**src/rtl/branch_operand_fwd_if.sv**
```systemverilog
// Bundle between the pipeline and the ID-stage branch operand forwarding unit.
// master drives pipeline-side inputs; slave is the forwarding unit.
`timescale 1ns/1ps
interface branch_operand_fwd_if #(
  parameter int unsigned DATA_W  = 32,
  parameter int unsigned REG_AW  = 5,
  parameter int unsigned NUM_SRC = 2
);
  logic                        flush;
  logic                        id_branch;
  logic [NUM_SRC*REG_AW-1:0]   id_src_addr;
  logic [NUM_SRC*DATA_W-1:0]   rf_rdata;
  logic                        ex_wr_en;
  logic [REG_AW-1:0]           ex_wr_addr;
  logic                        ex_is_load;
  logic [DATA_W-1:0]           ex_alu_result;
  logic                        mem_wr_en;
  logic [REG_AW-1:0]           mem_wr_addr;
  logic                        mem_is_load;
  logic [DATA_W-1:0]           mem_result;
  logic                        wb_wr_en;
  logic [REG_AW-1:0]           wb_wr_addr;
  logic [DATA_W-1:0]           wb_wdata;
  logic [NUM_SRC*DATA_W-1:0]   op_data;
  logic [NUM_SRC*2-1:0]        fwd_sel;
  logic                        op_valid;
  logic                        stall_id;
  logic [31:0]                 stall_cycles;
  logic [31:0]                 fwd_events;

  modport master (
    output flush, id_branch, id_src_addr, rf_rdata,
    output ex_wr_en, ex_wr_addr, ex_is_load, ex_alu_result,
    output mem_wr_en, mem_wr_addr, mem_is_load, mem_result,
    output wb_wr_en, wb_wr_addr, wb_wdata,
    input  op_data, fwd_sel, op_valid, stall_id, stall_cycles, fwd_events
  );

  modport slave (
    input  flush, id_branch, id_src_addr, rf_rdata,
    input  ex_wr_en, ex_wr_addr, ex_is_load, ex_alu_result,
    input  mem_wr_en, mem_wr_addr, mem_is_load, mem_result,
    input  wb_wr_en, wb_wr_addr, wb_wdata,
    output op_data, fwd_sel, op_valid, stall_id, stall_cycles, fwd_events
  );
endinterface

```
**src/rtl/branch_operand_fwd.sv**
```systemverilog
// Operand forwarding and load-use stall unit for the ID-stage branch comparator.
// Optional performance counters enabled by defining BRANCH_FWD_PERF_CNT_EN.
`timescale 1ns/1ps
module branch_operand_fwd #(
  parameter int unsigned DATA_W  = 32,
  parameter int unsigned REG_AW  = 5,
  parameter int unsigned NUM_SRC = 2
) (
  input  logic                  clk,
  input  logic                  rst_n,
  branch_operand_fwd_if.slave   fwd_bus
);

  typedef enum logic [0:0] {StIdle, StStall} state_e;

  state_e                     r_state, w_state_nxt;
  logic [1:0]                 r_cnt, w_cnt_nxt;
  logic [NUM_SRC*2-1:0]       w_fwd_sel;
  logic [NUM_SRC*DATA_W-1:0]  w_op_data;
  logic [NUM_SRC*2-1:0]       w_need_vec;
  logic [1:0]                 w_need;
  logic                       w_stall;
  logic                       w_stall_id;
  logic                       w_op_valid;

  for (genvar k = 0; k < NUM_SRC; k++) begin : g_ch
    logic [REG_AW-1:0] w_src;
    logic              w_ex_hit, w_mem_hit, w_wb_hit;
    logic [1:0]        w_sel;
    logic [DATA_W-1:0] w_data;

    assign w_src     = fwd_bus.id_src_addr[k*REG_AW +: REG_AW];
    // r0 is hard-wired zero, so it never matches a producer.
    assign w_ex_hit  = fwd_bus.ex_wr_en  && (fwd_bus.ex_wr_addr  == w_src) && (w_src != '0);
    assign w_mem_hit = fwd_bus.mem_wr_en && (fwd_bus.mem_wr_addr == w_src) && (w_src != '0);
    assign w_wb_hit  = fwd_bus.wb_wr_en  && (fwd_bus.wb_wr_addr  == w_src) && (w_src != '0);

    always_comb begin
      if (w_ex_hit)       w_sel = 2'b10;
      else if (w_mem_hit) w_sel = 2'b11;
      else if (w_wb_hit)  w_sel = 2'b01;
      else                w_sel = 2'b00;
    end

    always_comb begin
      unique case (w_sel)
        2'b10: w_data = fwd_bus.ex_alu_result;
        2'b11: w_data = fwd_bus.mem_result;
        2'b01: w_data = fwd_bus.wb_wdata;
        2'b00: w_data = fwd_bus.rf_rdata[k*DATA_W +: DATA_W];
      endcase
    end

    assign w_need_vec[k*2 +: 2] = (w_ex_hit && fwd_bus.ex_is_load)   ? 2'd2 :
                                  (w_mem_hit && fwd_bus.mem_is_load) ? 2'd1 : 2'd0;
    assign w_fwd_sel[k*2 +: 2]         = w_sel;
    assign w_op_data[k*DATA_W +: DATA_W] = w_data;
  end

  always_comb begin
    w_need = 2'd0;
    for (int k = 0; k < NUM_SRC; k++) begin
      if (w_need_vec[k*2 +: 2] > w_need) w_need = w_need_vec[k*2 +: 2];
    end
  end

  always_comb begin
    w_state_nxt = r_state;
    w_cnt_nxt   = r_cnt;
    w_stall     = 1'b0;
    if (fwd_bus.flush) begin
      w_state_nxt = StIdle;
      w_cnt_nxt   = 2'd0;
    end else begin
      unique case (r_state)
        StIdle: begin
          if (fwd_bus.id_branch && (w_need != 2'd0)) begin
            w_stall     = 1'b1;
            w_cnt_nxt   = w_need - 2'd1;
            w_state_nxt = (w_need == 2'd2) ? StStall : StIdle;
          end
        end
        StStall: begin
          // Producer inputs are not consulted; the load's timing is already known.
          w_stall   = 1'b1;
          w_cnt_nxt = r_cnt - 2'd1;
          if (r_cnt <= 2'd1) begin
            w_state_nxt = StIdle;
            w_cnt_nxt   = 2'd0;
          end
        end
        default: begin
          w_state_nxt = StIdle;
          w_cnt_nxt   = 2'd0;
        end
      endcase
    end
  end

  always_ff @(posedge clk or negedge rst_n) begin
    if (!rst_n) begin
      r_state <= StIdle;
      r_cnt   <= 2'd0;
    end else begin
      r_state <= w_state_nxt;
      r_cnt   <= w_cnt_nxt;
    end
  end

  assign w_stall_id = rst_n && w_stall;
  assign w_op_valid = rst_n && fwd_bus.id_branch && !w_stall_id && !fwd_bus.flush;

  assign fwd_bus.fwd_sel  = w_fwd_sel;
  assign fwd_bus.op_data  = w_op_data;
  assign fwd_bus.stall_id = w_stall_id;
  assign fwd_bus.op_valid = w_op_valid;

`ifdef BRANCH_FWD_PERF_CNT_EN
  logic [31:0] r_stall_cycles, r_fwd_events;
  logic        w_any_fwd;

  assign w_any_fwd = |w_fwd_sel;

  always_ff @(posedge clk or negedge rst_n) begin
    if (!rst_n) begin
      r_stall_cycles <= '0;
      r_fwd_events   <= '0;
    end else begin
      if (w_stall_id && (r_stall_cycles != '1)) r_stall_cycles <= r_stall_cycles + 32'd1;
      if (w_op_valid && w_any_fwd && (r_fwd_events != '1)) r_fwd_events <= r_fwd_events + 32'd1;
    end
  end

  assign fwd_bus.stall_cycles = r_stall_cycles;
  assign fwd_bus.fwd_events   = r_fwd_events;
`else
  assign fwd_bus.stall_cycles = '0;
  assign fwd_bus.fwd_events   = '0;
`endif

endmodule

```
**src/flat_wrapper.sv**
```systemverilog
// flat-port wrapper written by rule: the top's interface ports become plain ports
module branch_operand_fwd_flat 
#(
  parameter int unsigned DATA_W  = 32,
  parameter int unsigned REG_AW  = 5,
  parameter int unsigned NUM_SRC = 2
)
  (clk, rst_n, fwd_bus_flush, fwd_bus_id_branch, fwd_bus_id_src_addr, fwd_bus_rf_rdata, fwd_bus_ex_wr_en, fwd_bus_ex_wr_addr, fwd_bus_ex_is_load, fwd_bus_ex_alu_result, fwd_bus_mem_wr_en, fwd_bus_mem_wr_addr, fwd_bus_mem_is_load, fwd_bus_mem_result, fwd_bus_wb_wr_en, fwd_bus_wb_wr_addr, fwd_bus_wb_wdata, fwd_bus_op_data, fwd_bus_fwd_sel, fwd_bus_op_valid, fwd_bus_stall_id, fwd_bus_stall_cycles, fwd_bus_fwd_events);
  branch_operand_fwd_if #(.DATA_W(DATA_W), .REG_AW(REG_AW), .NUM_SRC(NUM_SRC)) fwd_bus_i ();
  input  logic clk;
  input  logic rst_n;
  input wire logic [$bits(fwd_bus_i.flush)-1:0] fwd_bus_flush;
  input wire logic [$bits(fwd_bus_i.id_branch)-1:0] fwd_bus_id_branch;
  input wire logic [$bits(fwd_bus_i.id_src_addr)-1:0] fwd_bus_id_src_addr;
  input wire logic [$bits(fwd_bus_i.rf_rdata)-1:0] fwd_bus_rf_rdata;
  input wire logic [$bits(fwd_bus_i.ex_wr_en)-1:0] fwd_bus_ex_wr_en;
  input wire logic [$bits(fwd_bus_i.ex_wr_addr)-1:0] fwd_bus_ex_wr_addr;
  input wire logic [$bits(fwd_bus_i.ex_is_load)-1:0] fwd_bus_ex_is_load;
  input wire logic [$bits(fwd_bus_i.ex_alu_result)-1:0] fwd_bus_ex_alu_result;
  input wire logic [$bits(fwd_bus_i.mem_wr_en)-1:0] fwd_bus_mem_wr_en;
  input wire logic [$bits(fwd_bus_i.mem_wr_addr)-1:0] fwd_bus_mem_wr_addr;
  input wire logic [$bits(fwd_bus_i.mem_is_load)-1:0] fwd_bus_mem_is_load;
  input wire logic [$bits(fwd_bus_i.mem_result)-1:0] fwd_bus_mem_result;
  input wire logic [$bits(fwd_bus_i.wb_wr_en)-1:0] fwd_bus_wb_wr_en;
  input wire logic [$bits(fwd_bus_i.wb_wr_addr)-1:0] fwd_bus_wb_wr_addr;
  input wire logic [$bits(fwd_bus_i.wb_wdata)-1:0] fwd_bus_wb_wdata;
  output wire logic [$bits(fwd_bus_i.op_data)-1:0] fwd_bus_op_data;
  output wire logic [$bits(fwd_bus_i.fwd_sel)-1:0] fwd_bus_fwd_sel;
  output wire logic [$bits(fwd_bus_i.op_valid)-1:0] fwd_bus_op_valid;
  output wire logic [$bits(fwd_bus_i.stall_id)-1:0] fwd_bus_stall_id;
  output wire logic [$bits(fwd_bus_i.stall_cycles)-1:0] fwd_bus_stall_cycles;
  output wire logic [$bits(fwd_bus_i.fwd_events)-1:0] fwd_bus_fwd_events;
  assign fwd_bus_i.flush = fwd_bus_flush;
  assign fwd_bus_i.id_branch = fwd_bus_id_branch;
  assign fwd_bus_i.id_src_addr = fwd_bus_id_src_addr;
  assign fwd_bus_i.rf_rdata = fwd_bus_rf_rdata;
  assign fwd_bus_i.ex_wr_en = fwd_bus_ex_wr_en;
  assign fwd_bus_i.ex_wr_addr = fwd_bus_ex_wr_addr;
  assign fwd_bus_i.ex_is_load = fwd_bus_ex_is_load;
  assign fwd_bus_i.ex_alu_result = fwd_bus_ex_alu_result;
  assign fwd_bus_i.mem_wr_en = fwd_bus_mem_wr_en;
  assign fwd_bus_i.mem_wr_addr = fwd_bus_mem_wr_addr;
  assign fwd_bus_i.mem_is_load = fwd_bus_mem_is_load;
  assign fwd_bus_i.mem_result = fwd_bus_mem_result;
  assign fwd_bus_i.wb_wr_en = fwd_bus_wb_wr_en;
  assign fwd_bus_i.wb_wr_addr = fwd_bus_wb_wr_addr;
  assign fwd_bus_i.wb_wdata = fwd_bus_wb_wdata;
  assign fwd_bus_op_data = fwd_bus_i.op_data;
  assign fwd_bus_fwd_sel = fwd_bus_i.fwd_sel;
  assign fwd_bus_op_valid = fwd_bus_i.op_valid;
  assign fwd_bus_stall_id = fwd_bus_i.stall_id;
  assign fwd_bus_stall_cycles = fwd_bus_i.stall_cycles;
  assign fwd_bus_fwd_events = fwd_bus_i.fwd_events;
  branch_operand_fwd #(.DATA_W(DATA_W), .REG_AW(REG_AW), .NUM_SRC(NUM_SRC)) u_core (.clk(clk), .rst_n(rst_n), .fwd_bus(fwd_bus_i));
endmodule
```
**config.mk**
```make
export PLATFORM = sky130hd
export DESIGN_NAME = branch_operand_fwd_flat
export DESIGN_NICKNAME = d
export VERILOG_FILES = /design/src/rtl/branch_operand_fwd_if.sv /design/src/rtl/branch_operand_fwd.sv /design/src/flat_wrapper.sv
export SDC_FILE = /design/constraint.sdc
export NUM_CORES = 1
export LEC_CHECK = 0
export BUFFER_PORTS_ARGS = -buffer_cell sky130_fd_sc_hd__buf_2
export CORE_AREA = 3 3 125 127
export CTS_BUF_LIST = sky130_fd_sc_hd__clkbuf_2
export DETAILED_ROUTE_END_ITERATION = 6
export DIE_AREA = 0 0 128 130
export HOLD_SLACK_MARGIN = 0.06
export MAX_ROUTING_LAYER = met4
export PLACE_DENSITY_LB_ADDON = 0.05
export SETUP_SLACK_MARGIN = 0.1
export SYNTH_ARGS = -nofsm -noshare
export SYNTH_HDL_FRONTEND = slang
export SYNTH_SLANG_ARGS = --single-unit
```
**constraint.sdc**
```tcl
create_clock -name clk -period 3.5 [get_ports clk]
set_input_delay 0 -clock clk [delete_from_list [all_inputs] [get_ports clk]]
set_output_delay 0 -clock clk [all_outputs]
set_load 0.01 [all_outputs]
```
==> results of run 1 <==
[cell usage after synthesis]
master     n
nor4_4     2
xor2_1    13
nor2_1    66
a221oi_2   1
nand2_1    1
xnor2_1   17
a21oi_1    5
nor4_2     1
clkbuf_1   3
a31o_4     1
buf_2     14
or4_4      3
inv_1      9
mux2i_1   65
buf_6     14
and2_4     1
o211a_1    1
or2_1      1
nor3_1     2
o22a_1     1
and4b_1    1
o221ai_2   1
dfrtp_1    3
a211oi_1  16
or4_1      1
ha_1       5
and3_1     2
conb_1     1
nand4_1    5
nand2b_1   4
buf_8      1
a211oi_2  48
nor2_2     2
a31oi_1    1
buf_4     69
a21o_1    65
nand3_1    1
nor3b_1    2
nor2_4     2
[worst paths after layout]
kind | startpoint | to | slack (ps) | depth (start not counted)
worst max-delay path | fwd_bus_id_src_addr[6] | fwd_bus_op_valid | 380 | 17
min in group clk | fwd_bus_id_branch | u_core.r_state$_DFF_PN0_ | 220 | 3
worst min register to register | u_core.r_cnt[0]$_DFFE_PN0P_ | u_core.r_cnt[0]$_DFFE_PN0P_ | 560 | 2
worst max register to register | u_core.r_state$_DFF_PN0_ | u_core.r_cnt[0]$_DFFE_PN0P_ | 2330 | 3
max in group asynchronous | rst_n | u_core.r_state$_DFF_PN0_ | 3210 | 2
worst min-delay path | rst_n | u_core.r_cnt[0]$_DFFE_PN0P_ | 160 | 2
[state kept, by name (all words and copies together) (netlist names)]
name            count
u_core.r_cnt        2
u_core.r_state      1
[logic make-up (layout without fill, tap and decap cells)]
logic type | count (synthesis) | after routing | share of synthesized area
XOR/XNOR | 30 | 30 | 0.0715
adder cells (fa/ha/maj) | 5 | 5 | 0.0170
flip-flops | 3 | 3 | 0.0204
other | 1 | 67 | 0.00102
AO/OA/AOI/OAI | 140 | 140 | 0.356
AND/OR/NAND/NOR | 97 | 97 | 0.138
multiplexers | 65 | 65 | 0.177
buffers and inverters | 110 | 284 | 0.219
[layer usage]
metal	vias up	part of all wire	wire length (µm)	global-route usage
met5	-	0	0	-
li1	1979	-	-	-
met2	175	0.53	7820	0.303
met3	8	0.062	920	0.0176
met1	1856	0.40	5890	0.194
met4	0	0.0088	130	0.0237
[final cells by class]
cell class | count | area share
multi-input cells | 401 | 0.635
repair buffers | 271 | 0.289
well taps | 184 | 0.0481
flip-flops and latches | 3 | 0.0157
inverters | 9 | 0.00706
clock buffers | 4 | 0.00419
diodes | 3 | 0.00157
[metrics by stage]
step           cells  instance area, µm²  hold slack (ps)  setup WS [ps]
2_1_floorplan    514                3910             -296            494
3_5_place_dp     866                4730             -187            133
6_report         875                4780              164            379
5_1_grt          874                4780              166            106
3_3_place_gp     866                4730             -190            194
4_1_cts          872                4770              128            196
[where the power goes]
part / total (mW) / internal [mW] / switching, mW
Clock: 0.0469 / 0.0301 / 0.0168
Sequential: 0.0355 / 0.0353 / 0.000268
Combinational: 0.515 / 0.251 / 0.264
Total: 0.597 / 0.316 / 0.281
[repair_timing]
item / in CTS / in global routing
gates resized for setup: 0 / 1
endpoints found under the hold margin: 6 / 0
hold buffers: 2 / 0
setup endpoints to repair: 0 / 4
[cells in the final DEF (no fill, tap or decap), types with 3 or more instances in the layout]
cell type    n
mux2i_1     65
clkbuf_2     4
diode_2      3
nor2_1      66
xor2_1      13
ha_1         5
a21oi_1      4
a21o_1      65
nand4_1      5
xnor2_1     17
buf_2      263
conb_1      64
inv_1        9
a211oi_2    48
nand2b_1     4
buf_4        6
dfrtp_1      3
a211oi_1    16
or4_4        3
==> results.cfg, run 1 <==
[setup_path]
critPathCaptureType = output port
cp_slowest_cell = or4_2
crit_arrival_ps = 3120
criticalPathCategory = primary input to output port
path_max_fanout = 7
cp_cell_sequence = buf_2, or4_4, nor2_4, or4_2, a31o_4, or2_1, ha_1, nor2_1, nor2_1, a21oi_1, nand2b_1, o22a_1, ha_1, inv_1, a21oi_2, and4b_1, buf_2
critPathLaunchType = primary input
slowest_delay_ps = 700
required_ps = 3500
cpLargestDelayFamily = simple AND/OR/NAND/NOR gates
cp_num_buf_inv = 3

[clock_tree]
insertion_delay_ps = 200
cts_tree = built
clk_pin_slew_ps = 40
clock_tree.buffer_depth = 2
cts.sinks = 3
cts-root-buf = clkbuf_2
post-cts-setup-buffer-count = 0
cts_buffers = 3
h-tree-depth = 1

[sta]
slew-limit-headroom = 0.364
period_share = 0.892
clock_skew_ps = 0.0233
finalSetupTns_ps = 0
setup_viol = 0
rsz0062_at_grt = no
finalHoldViolCount = 0
worst_slew_pin_slew_ps = 954
slew_violations = 0
period_needed_ps = 3120
max_freq_ghz = 0.320

[drt]
drc_errors = 0
wire_per_inst_um = 16.9
drt_pre_antenna_iters = 4
ant_nets = 0
first_iter_violations = 146
vias = 4018
viasPerCell = 4.59
routed_wirelength_mm = 14.8

[floorplanning]
dieArea_um2 = 16600
die_h_um = 130
start_util = 0.253
io_pins = 328
placementRows = 44
coreArea_um2 = 14500
die_w_um = 128

[pwr]
power_mw = 0.597
leakage_nw = 2.50
ir_drop_uv = 108
power.density_nw_per_um2 = 125

[finish]
fin_nets = 888
nFillCells = 1617
post-route-util = 0.329
regArea_um2 = 75.1
drive_gt1_frac = 0.491
multi_input_area_um2 = 3040
syn2layout_area_growth_pct = 30.2

[worst_hold_path]
min_path_type = primary input to async pin

[outcome]
outcome = finished, final reports clean

[logic_synthesis]
yosysSeqAreaShare = 0.0204
synth_area_um2 = 3670
synth_area_leaders = mux2i_1 (18%), a211oi_2 (16%), buf_4 (14%)
synthDistinctLibCells = 39
synth_seq_cells = 3
synth_top_area_cell = mux2i_1
synthCells = 451
syn_area_per_cell_um2 = 8.15
synth_top_area_share = 0.177
yosysWarnings = 0

[placement]
dpl.hpwl_mm = 11.8
io_buffers = 263
place_congestion = 0.845

[grt]
grt_pass1_wl_mm = 21.3
grt_overflow = 0
grt_pass1_vias = 3865
grtUsageTotal = 0.163
grt_max_degree = 67
grt_antenna_before_repair = 2

[run]
max_cap_viol_count = 0
(Power assumes the default switching activity.)
==> inputs of run 2 (changes only) <==
- BUFFER_PORTS_ARGS: -buffer_cell sky130_fd_sc_hd__buf_2 -> -buffer_cell sky130_fd_sc_hd__buf_4
==> run 2 against run 1 <==
  * First-iteration DRC count is 21% higher
  * Global-route usage rose by 0.97 points
  * Critical path depth down 2
  * Cell count is 0.23% lower
  * Largest cell class unchanged
==> results.cfg, run 2 (synthesis results as in run 1) <==
[sta]
slew_violations = 0
finalSetupTns_ps = 0
setup_viol = 0
max_freq_ghz = 0.323
slew-limit-headroom = 0.353
worst_slew_pin_slew_ps = 970
rsz0062_at_grt = no
clock_skew_ps = 2.43
period_needed_ps = 3100
finalHoldViolCount = 0
period_share = 0.885

[clock_tree]
insertion_delay_ps = 200
clock_tree.buffer_depth = 2
h-tree-depth = 1
cts-root-buf = clkbuf_2
clk_pin_slew_ps = 40
cts_buffers = 3
cts.sinks = 3
post-cts-setup-buffer-count = 0
cts_tree = built

[floorplanning]
placementRows = 44
start_util = 0.253
die_w_um = 128
io_pins = 328
die_h_um = 130
dieArea_um2 = 16600
coreArea_um2 = 14500

[finish]
largest_registers = u_core.r_cnt: 2 flops, u_core.r_state: 1 flops
regMostFlops = u_core.r_cnt
largest_reg_flops = 2
diodes = 0
drive_gt1_frac = 0.492
syn2layout_area_growth_pct = 48.5
final_common_cell = buf_4
fin_area_um2 = 5450
final_cell_mix = buf_4 (269), nor2_1 (66), mux2i_1 (65), a21o_1 (65), conb_1 (64)
fin_nets = 889

[run]
max_cap_viol_count = 0

[setup_path]
criticalPathCategory = primary input to output port
critPathCaptureType = output port
path_max_fanout = 7
required_ps = 3500
critPathLaunchType = primary input
crit_arrival_ps = 3100

[drt]
first_iter_violations = 176
drc_errors = 0
drt_pre_antenna_iters = 4
routed_wirelength_mm = 15.5
vias = 4060
ant_nets = 0
wire_per_inst_um = 17.8
viasPerCell = 4.65

[pwr]
p_int_mw = 0.411
p_comb_frac = 0.881
seqPwrFrac = 0.051
ir_drop_uv = 168
sw_frac_of_total = 0.413
power_frac_clock = 0.068
power.density_nw_per_um2 = 128
leakage_nw = 2.73
p_sw_mw = 0.289

[grt]
grt_pass1_vias = 4098
grt_overflow = 0
grt_max_degree = 67
grtUsageTotal = 0.173
grt_antenna_before_repair = 0
grt_pass1_wl_mm = 22.5

[outcome]
outcome = finished, final reports clean

[placement]
io_buffers = 263
dpl_cell_area_um2 = 5410
dpl.hpwl_mm = 12.3
place_congestion = 0.847

[worst_hold_path]
min_path_type = primary input to async pin
==> run 2: cell count changes in the layout (fill, tap and decap cells not counted), sizes merged <==
cell / delta
buf: +1
diode: -3
==> run 2: critical path: stages <==
cell and delay (ps):
buf_4 130, xnor2_1 130, nand4_1 140, or4_2 600, a31o_4 250, or2_1 210, ha_1 290, a21oi_1 170
nand2b_1 160, o22a_1 170, ha_1 140, inv_1 50, a21oi_2 290, and4b_1 240, buf_4 120
==> run 2: power groups by stage <==
stage	Clock [mW]	Sequential (mW)	Combinational, mW
final	0.0478	0.0355	0.617
after global routing	0.0573	0.0354	0.669
after CTS	0.0504	0.0355	0.621
after detailed placement	0	0.0359	0.617
after global placement	0	0.0360	0.615
after floorplan	0	0.0359	0.340
==> run 2: final timing paths <==
kind                                                  start                     endpoint  slack, ps  cells after the start
worst max-delay path                 fwd_bus_id_src_addr[6]             fwd_bus_op_valid        400                     15
worst min-delay path                                  rst_n  u_core.r_cnt[0]$_DFFE_PN0P_        140                      2
worst max register to register     u_core.r_state$_DFF_PN0_  u_core.r_cnt[0]$_DFFE_PN0P_       2330                      3
worst min register to register  u_core.r_cnt[0]$_DFFE_PN0P_  u_core.r_cnt[0]$_DFFE_PN0P_        550                      2
max in group asynchronous                             rst_n  u_core.r_cnt[1]$_DFFE_PN0P_       3260                      2
min in group clk                          fwd_bus_id_branch     u_core.r_state$_DFF_PN0_        230                      3
==> run 2: stage by stage <==
stage,setup slack [ps],util,power [mW],cells,hold WS (ps)
2_1_floorplan,494,-,0.376,514,-296
3_3_place_gp,234,0.372,0.651,867,-201
3_5_place_dp,156,0.372,0.653,867,-200
4_1_cts,226,0.375,0.707,873,115
5_1_grt,192,0.375,0.762,873,115
6_report,403,0.375,0.700,873,136
==> run 2: final cells by class <==
class,count,area (µm²)
flip-flops and latches,3,75.1
inverters,9,33.8
well taps,184,230
repair buffers,272,2060
multi-input cells,401,3040
fillers,1537,9080
clock buffers,4,20.0
==> run 2: repair_timing <==
action,4_1_cts,5_1_grt
hold buffers,2,0
endpoints found under the hold margin,6,0
setup endpoints to repair,0,2
resized for setup,0,1
==> run 2: per-layer routing <==
| layer | routed length (µm) | track usage |
|---|---|---|
| met5 | 0 | - |
| met1 | 6310 | 0.207 |
| met4 | 305 | 0.0356 |
| met3 | 1000 | 0.0209 |
| met2 | 7910 | 0.312 |
